--- src/rtl/cpu_core_mc.sv ---
// Multi-cycle 16-bit-instruction CPU core: FETCH/DECODE/EXEC/WB FSM with an
// 8-entry register file, registered flags and a req/ack instruction fetch port.
module cpu_core_mc #(
   parameter int             DW       = 16,
   parameter int             PCW      = 8,
   parameter logic [PCW-1:0] RESET_PC = '0
) (
   input  logic           clk,
   input  logic           rst_n,
   output logic           imem_req,
   output logic [PCW-1:0] imem_addr,
   input  logic           imem_ack,
   input  logic [15:0]    imem_rdata,
   input  logic [2:0]     dbg_raddr,
   output logic [DW-1:0]  dbg_rdata,
   output logic [PCW-1:0] pc,
   output logic           carry,
   output logic           zero,
   output logic           retire,
   output logic           halted,
   output logic           illegal
);

   localparam int SHW = $clog2(DW);

   localparam logic [3:0] OP_ADD  = 4'd0;
   localparam logic [3:0] OP_SUB  = 4'd1;
   localparam logic [3:0] OP_AND  = 4'd2;
   localparam logic [3:0] OP_OR   = 4'd3;
   localparam logic [3:0] OP_XOR  = 4'd4;
   localparam logic [3:0] OP_SLL  = 4'd5;
   localparam logic [3:0] OP_SRL  = 4'd6;
   localparam logic [3:0] OP_ADDI = 4'd7;
   localparam logic [3:0] OP_LDI  = 4'd8;
   localparam logic [3:0] OP_BEQZ = 4'd9;
   localparam logic [3:0] OP_JMP  = 4'd10;
   localparam logic [3:0] OP_HALT = 4'd11;

   typedef enum logic [2:0] {
      S_FETCH,
      S_DECODE,
      S_EXEC,
      S_WB,
      S_STOP
   } state_t;

   state_t state_q, state_d;

   logic [15:0]    ir;
   logic [DW-1:0]  regs [8];
   logic [DW-1:0]  opa, opb, res_q;
   logic [PCW-1:0] npc_q;

   logic [3:0]     op;
   logic [2:0]     rd, ra, rb;
   logic [DW-1:0]  imm6_dw, imm9_dw;
   logic [PCW-1:0] imm9_pc;

   logic [DW-1:0]  alu_res;
   logic [DW:0]    alu_sum;
   logic [PCW-1:0] alu_npc;
   logic           alu_c;
   logic           alu_flags;

   assign op = ir[15:12];
   assign rd = ir[11:9];
   assign ra = ir[8:6];
   assign rb = ir[5:3];

   assign imm6_dw = DW'($signed(ir[5:0]));
   assign imm9_dw = DW'($signed(ir[8:0]));
   assign imm9_pc = PCW'($signed(ir[8:0]));

   function automatic logic [DW-1:0] rf_read(input logic [2:0] a);
      return (a == 3'd0) ? '0 : regs[a];
   endfunction

   assign dbg_rdata = rf_read(dbg_raddr);
   assign imem_addr = pc;

   // Fetch handshake: imem_req is high for the whole FETCH state with a stable
   // imem_addr; the word on imem_rdata is taken on the first edge where
   // imem_req && imem_ack, and imem_rdata is ignored on every other edge.
   always_comb begin
      state_d  = state_q;
      imem_req = 1'b0;
      retire   = 1'b0;
      case (state_q)
         S_FETCH: begin
            imem_req = rst_n;
            if (imem_ack) state_d = S_DECODE;
         end
         S_DECODE: state_d = S_EXEC;
         S_EXEC:   state_d = S_WB;
         S_WB: begin
            retire  = 1'b1;
            state_d = (op >= OP_HALT) ? S_STOP : S_FETCH;
         end
         S_STOP:   state_d = S_STOP;
         default:  state_d = S_FETCH;
      endcase
   end

   always_ff @(posedge clk or negedge rst_n) begin
      if (!rst_n) state_q <= S_FETCH;
      else        state_q <= state_d;
   end

   always_comb begin
      alu_res   = '0;
      alu_sum   = '0;
      alu_c     = 1'b0;
      alu_flags = 1'b0;
      alu_npc   = pc + PCW'(1);
      case (op)
         OP_ADD: begin
            alu_sum   = {1'b0, opa} + {1'b0, opb};
            alu_res   = alu_sum[DW-1:0];
            alu_c     = alu_sum[DW];
            alu_flags = 1'b1;
         end
         OP_SUB: begin
            alu_res   = opa - opb;
            alu_c     = (opa >= opb);
            alu_flags = 1'b1;
         end
         OP_AND: begin
            alu_res   = opa & opb;
            alu_flags = 1'b1;
         end
         OP_OR: begin
            alu_res   = opa | opb;
            alu_flags = 1'b1;
         end
         OP_XOR: begin
            alu_res   = opa ^ opb;
            alu_flags = 1'b1;
         end
         OP_SLL: begin
            alu_res   = opa << opb[SHW-1:0];
            alu_flags = 1'b1;
         end
         OP_SRL: begin
            alu_res   = opa >> opb[SHW-1:0];
            alu_flags = 1'b1;
         end
         OP_ADDI: begin
            alu_sum   = {1'b0, opa} + {1'b0, imm6_dw};
            alu_res   = alu_sum[DW-1:0];
            alu_c     = alu_sum[DW];
            alu_flags = 1'b1;
         end
         OP_LDI:  alu_res = imm9_dw;
         OP_BEQZ: if (opa == '0) alu_npc = pc + PCW'(1) + imm9_pc;
         OP_JMP:  alu_npc = pc + PCW'(1) + imm9_pc;
         default: ;
      endcase
   end

   always_ff @(posedge clk or negedge rst_n) begin
      if (!rst_n) begin
         pc      <= RESET_PC;
         ir      <= '0;
         opa     <= '0;
         opb     <= '0;
         res_q   <= '0;
         npc_q   <= '0;
         carry   <= 1'b0;
         zero    <= 1'b0;
         halted  <= 1'b0;
         illegal <= 1'b0;
         for (int i = 0; i < 8; i++) regs[i] <= '0;
      end else begin
         case (state_q)
            S_FETCH: if (imem_ack) ir <= imem_rdata;
            S_DECODE: begin
               // BEQZ tests R[rd], so it rides on operand A.
               opa <= (op == OP_BEQZ) ? rf_read(rd) : rf_read(ra);
               opb <= rf_read(rb);
            end
            S_EXEC: begin
               res_q <= alu_res;
               npc_q <= alu_npc;
               if (alu_flags) begin
                  carry <= alu_c;
                  zero  <= (alu_res == '0);
               end
            end
            S_WB: begin
               if (op <= OP_LDI && rd != 3'd0) regs[rd] <= res_q;
               if (op == OP_HALT)     halted  <= 1'b1;
               else if (op > OP_HALT) illegal <= 1'b1;
               else                   pc      <= npc_q;
            end
            default: ;
         endcase
      end
   end

endmodule

--- config.mk ---
export PLATFORM = sky130hd
export DESIGN_NAME = cpu_core_mc
export DESIGN_NICKNAME = d
export VERILOG_FILES = /design/src/rtl/cpu_core_mc.sv
export SDC_FILE = /design/constraint.sdc
export NUM_CORES = 1
export LEC_CHECK = 0
export CAP_MARGIN = 20
export CORE_MARGIN = 2
export CORE_UTILIZATION = 68
export DETAILED_ROUTE_END_ITERATION = 16
export PLACE_DENSITY_LB_ADDON = 0.12
export RECOVER_POWER = 100
export SLEW_MARGIN = 20
export SYNTH_ARGS = -nofsm -noshare
export SYNTH_HDL_FRONTEND = slang
export SYNTH_SLANG_ARGS = --single-unit
--- constraint.sdc ---
create_clock -name clk -period 9.6 [get_ports clk]
set_input_delay 0.96 -clock clk [delete_from_list [all_inputs] [get_ports clk]]
set_output_delay 0.96 -clock clk [all_outputs]
set_load 0.02 [all_outputs]
==> results of run 1 <==
[cells by family (layout without fill, tap and decap cells)]
family,count (synthesis),in the layout
AOI/OAI and AO/OA,473,473
and+or+nand+nor,415,415
muxes,319,319
buffers and inverters,222,201
DFF,199,199
adders and majority gates,77,77
xor gates and xnor gates,31,31
[placed cells by master, fill, tap and decap left out, types with 7 or more instances in the layout]
cell                                n
sky130_fd_sc_hd__xnor2_1           23
sky130_fd_sc_hd__mux4_2            69
sky130_fd_sc_hd__clkdlybuf4s50_1   20
sky130_fd_sc_hd__a21o_1            11
sky130_fd_sc_hd__nor2_1           113
sky130_fd_sc_hd__clkinv_8           7
sky130_fd_sc_hd__inv_1             78
sky130_fd_sc_hd__a21oi_1          125
sky130_fd_sc_hd__clkbuf_16         17
sky130_fd_sc_hd__nand2_1          132
sky130_fd_sc_hd__xor2_1             8
sky130_fd_sc_hd__a22oi_1           43
sky130_fd_sc_hd__a31oi_1           11
sky130_fd_sc_hd__o22ai_1           13
sky130_fd_sc_hd__a221oi_1          33
sky130_fd_sc_hd__dfrtp_1          193
sky130_fd_sc_hd__dlygate4sd3_1     37
sky130_fd_sc_hd__nor2b_1           21
sky130_fd_sc_hd__and3_1            10
sky130_fd_sc_hd__nand2b_1          11
sky130_fd_sc_hd__o21bai_1           7
sky130_fd_sc_hd__ha_1              73
sky130_fd_sc_hd__nor3_1            35
sky130_fd_sc_hd__mux2i_1           52
sky130_fd_sc_hd__clkbuf_1          11
sky130_fd_sc_hd__a2111oi_0          9
sky130_fd_sc_hd__buf_4             20
sky130_fd_sc_hd__o211ai_1          11
sky130_fd_sc_hd__or3_1              9
sky130_fd_sc_hd__mux2_2           194
sky130_fd_sc_hd__a211oi_1          40
sky130_fd_sc_hd__nand4_1            8
sky130_fd_sc_hd__nand3_1           27
sky130_fd_sc_hd__o21ai_0          110
sky130_fd_sc_hd__nor4_1            11
[per-layer routing]
layer | vias up | track usage, % | share of wire (%)
li1 | 6441 | - | -
met1 | 7343 | 61.5 | 37
met2 | 1297 | 70.0 | 45
met3 | 300 | 10.6 | 12
met4 | 0 | 22.5 | 5.7
met5 | - | 0 | 0
[worst register-to-register path, stage by stage (launching register included)]
cell	delay, ps
sky130_fd_sc_hd__dfrtp_1	330
sky130_fd_sc_hd__clkbuf_1	960
sky130_fd_sc_hd__clkinv_1	800
sky130_fd_sc_hd__nor3_1	400
sky130_fd_sc_hd__clkbuf_1	1380
sky130_fd_sc_hd__nand3_1	140
sky130_fd_sc_hd__o21ai_0	1490
sky130_fd_sc_hd__nand2_1	220
sky130_fd_sc_hd__nor4_1	250
sky130_fd_sc_hd__a21oi_1	70
sky130_fd_sc_hd__nand3_1	90
[registers in the layout (all words and copies together), names as in the netlist, 3 cells and up]
register,flops
state_q,3
regs,112
ir,16
opb,16
npc_q,8
imem_addr,8
res_q,16
opa,16
[layout make-up]
type / count / area (µm²) / area share, %
clock buffers: 17 / 425 / 2.41
multi-input cells: 1315 / 10600 / 60.0
flip-flops and latches: 199 / 4990 / 28.2
well taps: 324 / 405 / 2.29
inverters: 79 / 297 / 1.68
repair buffers: 90 / 778 / 4.40
clock inverters: 15 / 181 / 1.03
[metrics by stage]
step	total power (W)	worst slack (ps)	instance area (µm²)	util [%]
after global placement	0.00642	5080	17100	71.1
after floorplan	0.00511	6110	16500	-
after global routing	0.00791	3190	17700	73.4
final	0.00755	3400	17700	73.4
after CTS	0.00736	5030	17700	73.6
after detailed placement	0.00655	5040	17100	71.1
[synthesized netlist by cell type, drive strengths merged (3+ instances only)]
cell     number  area (µm²)
nor2b        23         144
a221oi       33         289
o2111ai       3        26.3
or4           3        26.3
fa            4        80.1
nor4         11        68.8
buf          52         263
nor3b         6        55.1
xor2          8        70.1
a31oi        11        68.8
nor3         36         185
o32a          3        30.0
ha           73         913
nand3b        6        45.0
dfrtp       199        4980
nand2       132         495
a2111oi      10        93.8
mux2i        52         521
o31ai         4        30.0
and2          6        37.5
mux4         69        1550
o221ai        6        52.6
o32ai         4        35.0
xnor2        23         201
a21oi       125         626
o21a          6        45.0
mux2        198        2230
and3         10        62.6
clkbuf       91         342
or2           3        18.8
a21o         12        91.3
o41ai         3        26.3
nand3        27         135
nand4         8        50.1
inv          78         293
o22ai        13        81.3
o21bai        7        52.6
a22oi        43         323
nand2b       11        68.8
or3           9        56.3
o21ai       110         551
a221o         4        40.0
o211ai       11        82.6
a211oi       40         305
nor2        114         430
[power by group]
group	switching (W)	total, W	internal [W]
Combinational	0.00290	0.00490	0.00199
Sequential	0.000704	0.00189	0.00119
Clock	0.000411	0.000764	0.000353
[final timing paths]
kind,from,end,cells past startpoint
max in group asynchronous,rst_n,ir[3]$_DFFE_PN0P_,1
min,npc_q[2]$_DFFE_PN0P_,npc_q[2]$_DFFE_PN0P_,2
max reg2reg,ir[15]$_DFFE_PN0P_,npc_q[7]$_DFFE_PN0P_,10
min in group asynchronous,rst_n,regs[99]$_DFFE_PN0P_,1
max,ir[15]$_DFFE_PN0P_,npc_q[7]$_DFFE_PN0P_,10
min reg2reg,npc_q[2]$_DFFE_PN0P_,npc_q[2]$_DFFE_PN0P_,2
==> qor_table.md, run 1 <==
| Result | This run |
|:---|:---|
| Buffer type at the clock tree root | sky130_fd_sc_hd__clkbuf_16 |
| Sort of element at the start of the critical path | flip-flop |
| Initial cell density of the core | 68.5% |
| Number of gates resized after cts | 0 |
| Final routed wirelength across all metal layers | 58400 µm |
| Port-buffer cells | 59 |
| Post-CTS Setup Repair Bufs | 0 |
| DRT Pass-1 Iters | 6 |
| Synthesized-area fraction occupied by ao, oa, aoi and oai cells | 18.7% |
| WP data arrival | 6580 ps |
| Worst-path cell with the longest stage delay | sky130_fd_sc_hd__o21ai_0 |
| Cell count after synthesis | 1736 |
| Multiplexer fraction of the synthesized cell area | 26.1% |
| Row count | 57 |
| Global route overflow | 0 |
| Remaining routing DRC violations | 0 |
| CTS buffer count | 17 |
| # nets final | 1801 |
| Syn. warnings | 0 |
| Total GRT Usage | 45.6% |
| Area of the mapped netlist | 16500 µm² |
| Adder-cell share of the synthesized area | 6.02% |
| Fmax | 161 MHz |
| Violations in the final reports | capacitance limit, slew limit |
| Horizontal die dimension | 160 µm |
| Unrepaired setup endpoints after global routing | no |
| Count of nets left with antenna violations after detail routing | 0 |
| Period Utilization, post-route | 64.6% |
| CP Data Required Time | 9980 ps |
| Critical path buffer and inverter count | 3 |
| TritonCTS clock tree | built |
| Inst Count DP | 2006 |
| Maximum vdd ir drop | 182 µV |
| Final Hold Fails | 0 |
| Source-to-sink clock delay at the later pin of the worst-skew pair | 460 ps |
| Setup_tns | 0 ps |
| Hold bufs inserted after CTS | 0 |
| Chain of cells forming the critical path | clkbuf_1, clkinv_1, nor3_1, clkbuf_1, nand3_1, o21ai_0, nand2_1, nor4_1, a21oi_1, nand3_1 |
| Chip Height | 160 µm |
| Core region area | 24100 µm² |
| Critical path endpoint category | flip-flop |
| Max Slew Vio Count | 224 |
| Delay-heaviest family, CP | buffers and inverters |
| Worst Max-Slew Pin Slew | 3820 ps |
| Normalized max-slew margin | -155% |
| Net count of the mapped netlist | 1835 |
| Power per Cell Area | 427 nW/µm² |
| Vias after detailed routing | 15400 |
| Initial DRC count | 2138 |
| Top_reg_cell synth | sky130_fd_sc_hd__dfrtp_1 |
| Total of max-cap violations | 6 |
| Vias in the first global route | 15100 |
| Clock-pin slew of the registers on the worst-case setup and hold paths | 90 ps |
| Setup Skew | 28.5 ps |
| Post-synthesis simple-gate area fraction | 11.9% |
| Worst hold-check path type | reg -> reg |
| Register-to-Register Setup Slack | 3400 ps |
| Ratio of cells with drive above 1 in the final layout | 19.7% |
| Final Setup Violations | 0 |
| Mean area per synthesized cell | 9.51 µm² |
| Largest net degree at the start of global routing | 79 |
| Clock H-tree levels | 4 |
| Synthesized flop and latch total | 199 |
| Synth Area in XOR/XNOR | 1.65% |
| Total die area | 25500 µm² |
| Count of inserted antenna diode cells | 0 |
| Final standard cell count with taps included and fillers excluded | 2039 |
| Post-synth EDFFs | 0 |
| Static leakage | 7.43 nW |
| Number of distinct library cell variants in the gate-level netlist after synthesis | 81 |
| Antenna violations before repair | 0 |
| Longest individual stage delay on the worst path | 1490 ps |
| Sum of net half-perimeters after detailed placement | 38800 µm |
| Category of the most critical setup path | reg -> reg |
| Status | finished, violations left |
| Via density per instance | 7.54 |
| Number of buffers on the longest clock path | 2 |
| Number of clock sinks | 199 |
| Sequential share of the synthesized area | 30.2% |
| Largest family of logic cells by synthesized area | multiplexers |
| Fill cell count | 1770 |
| Ports placed on the boundary | 60 |
| Global-route wire length before repair | 89400 µm |
| Post-layout min period | 6200 ps |
| Global placer's final weighted congestion | 1.03 |
| Fraction of synthesis flops using an asynchronous set or reset pin | 100% |
| Hold slack | 487 ps |
| Area Overhead vs Synth | 7.17% |
| Average wire length per cell after detail routing | 28.6 µm |
| Largest fanout of any net on the critical path | 33 |
(Power assumes the default switching activity.)
==> run 2: changes to the inputs <==
Settings changed: CORE_UTILIZATION 68 to 57.
Clock period 9.6 ns to 5.61 ns, I/O delays scaled along.
==> run 2 against run 1 <==
The flow still finishes with violations (capacitance limit, slew limit). Setup slack worse by 2700 ps. Sequential cell count unchanged. Sequential share of layout area shrank 0.11 points. Critical path depth shrank 4. Final cell count up 3.1%. Sequential power grew 70%. Critical endpoint is now opb[13]$_DFFE_PN0P_. Largest cell class unchanged.
==> qor_table.md, run 2 (synthesized netlist as in run 1, its figures left out) <==
| Result | This run | Delta |
|:---|:---|:---|
| Final Setup Violations | 0 | unchanged |
| Buffer type at the clock tree root | sky130_fd_sc_hd__clkbuf_16 |  |
| Highest-count cells in the layout ignoring fill and taps | sky130_fd_sc_hd__mux2_2 (198), sky130_fd_sc_hd__dfrtp_1 (193), sky130_fd_sc_hd__nand2_1 (132) |  |
| Max Slew Vio Count | 204 | -8.9% |
| Number of gates resized after cts | 0 | unchanged |
| Final standard cell count with taps included and fillers excluded | 2103 | +3.1% |
| Total GRT Usage | 37.1% | -8.5 points |
| Final routed wirelength across all metal layers | 55900 µm | -4.3% |
| Maximum vdd ir drop | 340 µV | +87% |
| Longest individual stage delay on the worst path | 1830 ps | +340 ps |
| Source-to-sink clock delay at the later pin of the worst-skew pair | 450 ps | about the same |
| Core region area | 28600 µm² | +19% |
| Worst Max-Slew Pin Slew | 2870 ps | -953 ps |
| Horizontal die dimension | 174 µm | +9.0% |
| Global route overflow | 0 | unchanged |
| Unrepaired setup endpoints after global routing | no |  |
| Sort of element at the start of the critical path | flip-flop |  |
| CP Data Required Time | 5960 ps | -4020 ps |
| Category of the most critical setup path | reg -> reg |  |
| Final Hold Fails | 0 | unchanged |
| Worst hold-check path type | in -> async |  |
| Average wire length per cell after detail routing | 26.6 µm | -7.2% |
| Port-buffer cells | 59 | unchanged |
| Ports placed on the boundary | 60 | unchanged |
| Antenna violations before repair | 1 | +1 |
| Inst Count DP | 2072 | +3.3% |
| Clock H-tree levels | 4 | unchanged |
| Violations in the final reports | capacitance limit, slew limit |  |
| Vias in the first global route | 14100 | -6.6% |
| Largest net degree at the start of global routing | 80 | +1.3% |
| Worst-path cell with the longest stage delay | sky130_fd_sc_hd__clkbuf_1 |  |
| Static leakage | 7.43 nW | about the same |
| WP data arrival | 5250 ps | -1330 ps |
| Setup Slack @ Placement | 1430 ps | -3600 ps |
| Register name with the most flops | regs |  |
| Largest fanout of any net on the critical path | 37 | +12% |
| Total die area | 30300 µm² | +19% |
| Row count | 62 | +8.8% |
| Met3 WL post-DR | 4470 µm | -38% |
| Count of inserted antenna diode cells | 0 | unchanged |
| Period Utilization, post-route | 87.3% | +23 points |
| TritonCTS clock tree | built |  |
| Critical path endpoint category | flip-flop |  |
| Most common cell after layout, fill and taps aside | sky130_fd_sc_hd__mux2_2 |  |
| Delay-heaviest family, CP | buffers and inverters |  |
| CTS buffer count | 17 | unchanged |
| Number of clock sinks | 199 | unchanged |
| Setup Skew | 10.2 ps | -18.2 ps |
| Count of nets left with antenna violations after detail routing | 0 | unchanged |
| DRT Pass-1 Iters | 7 | +1 |
| Largest register FFs | 112 | unchanged |
| Clock-pin slew of the registers on the worst-case setup and hold paths | 70 ps | -20 ps |
| Total of max-cap violations | 7 | +1 |
| Metal2 WL | 26200 µm | +0.62% |
| CP Depth | 6 | -4 |
| Power per Cell Area | 717 nW/µm² | +68% |
| Fmax | 204 MHz | +27% |
| Global-route wire length before repair | 86100 µm | -3.7% |
| Chain of cells forming the critical path | clkbuf_1, nor2b_1, a22oi_1, nor2_1, a21oi_1, o21ai_0 |  |
| Setup_tns | 0 ps | unchanged |
| Initial DRC count | 1611 | -25% |
| Critical path buffer and inverter count | 1 | -2 |
| Area Overhead vs Synth | 7.59% |  |
| Post-layout min period | 4900 ps | -1300 ps |
| Chip Height | 174 µm | +9.0% |
| Remaining routing DRC violations | 0 | unchanged |
| Highest metal layer with signal wires | met5 |  |
| Sum of net half-perimeters after detailed placement | 39500 µm | +1.7% |
| Global placer's final weighted congestion | 0.986 | -3.9% |
| Ratio of cells with drive above 1 in the final layout | 20.0% | +0.30 points |
| Via density per instance | 6.98 | -7.4% |
| Initial cell density of the core | 57.6% | -11 points |
| Status | finished, violations left |  |
| Hold bufs inserted after CTS | 0 | unchanged |
| Post-CTS Setup Repair Bufs | 0 | unchanged |
| R2R depth | 6 | -4 |
| Final setup slack of the worst path | 711 ps | -2690 ps |
| Normalized max-slew margin | -91.2% | +64 points |
| Number of buffers on the longest clock path | 2 | unchanged |
| # nets final | 1806 | +0.28% |
| Sum of routed wire segments on met1 | 23000 µm | +5.5% |
| Vias after detailed routing | 14700 | -4.5% |
-- run 2: cell types whose count changed in the layout (fill, tap and decap cells not counted), moves of 4 or more --
cell                       change
sky130_fd_sc_hd__clkinv_8      -7
sky130_fd_sc_hd__mux2_2        +4
sky130_fd_sc_hd__buf_4         +5
sky130_fd_sc_hd__mux2_1        -4
-- run 2: per-stage QoR --
stage | total power (W) | utilization [%] | hold WS (ps) | cell area (µm²)
floorplan | 0.00874 | - | 265 | 16500
global placement | 0.0112 | 60.3 | 460 | 17300
detailed placement | 0.0113 | 60.3 | 471 | 17300
CTS | 0.0125 | 62.2 | 154 | 17800
global route | 0.0135 | 62.0 | 175 | 17800
finish | 0.0127 | 62.0 | 129 | 17800
-- run 2: path summary, 6_finish.rpt --
kind | start | end | slack (ps)
max in group asynchronous | rst_n | ir[3]$_DFFE_PN0P_ | 2100
min in group clk | npc_q[2]$_DFFE_PN0P_ | npc_q[2]$_DFFE_PN0P_ | 480
worst max-delay path | ir[5]$_DFFE_PN0P_ | opb[13]$_DFFE_PN0P_ | 710
worst min-delay path | rst_n | regs[51]$_DFFE_PN0P_ | 130
worst min register to register | npc_q[2]$_DFFE_PN0P_ | npc_q[2]$_DFFE_PN0P_ | 480
worst max register to register | ir[5]$_DFFE_PN0P_ | opb[13]$_DFFE_PN0P_ | 710
-- run 2: power breakdown --
part	internal (W)	switching, W
Clock	0.000630	0.000589
Sequential	0.00203	0.00119
Combinational	0.00344	0.00485
Total	0.00610	0.00662
-- run 2: final cells by class --
class	count	area [µm²]
fillers	2417	10900
multi-input cells	1315	10600
flip-flops and latches	199	4990
repair buffers	95	818
well taps	384	480
clock buffers	19	443
inverters	79	297
clock inverters	12	118
-- run 2: per-layer routing --
layer | GRT usage [%] | vias to the layer above
met3 | 6.65 | 154
met2 | 59.3 | 802
met5 | 0 | -
li1 | - | 6437
met1 | 49.7 | 7290
met4 | 16.4 | 2
-- run 2: worst reg2reg max path: cells and delay by family, from the launching register on --
kind | cells | cell delay (ps)
simple gates | 2 | 1720
flops | 1 | 570
buf+inv | 1 | 1830
compound gates | 3 | 680
==> run 3: changes to the inputs <==
Settings changed: CAP_MARGIN 20 to unset.
==> results of run 3 <==
The final DEF is identical to that of run 2; final timing and power are the same.
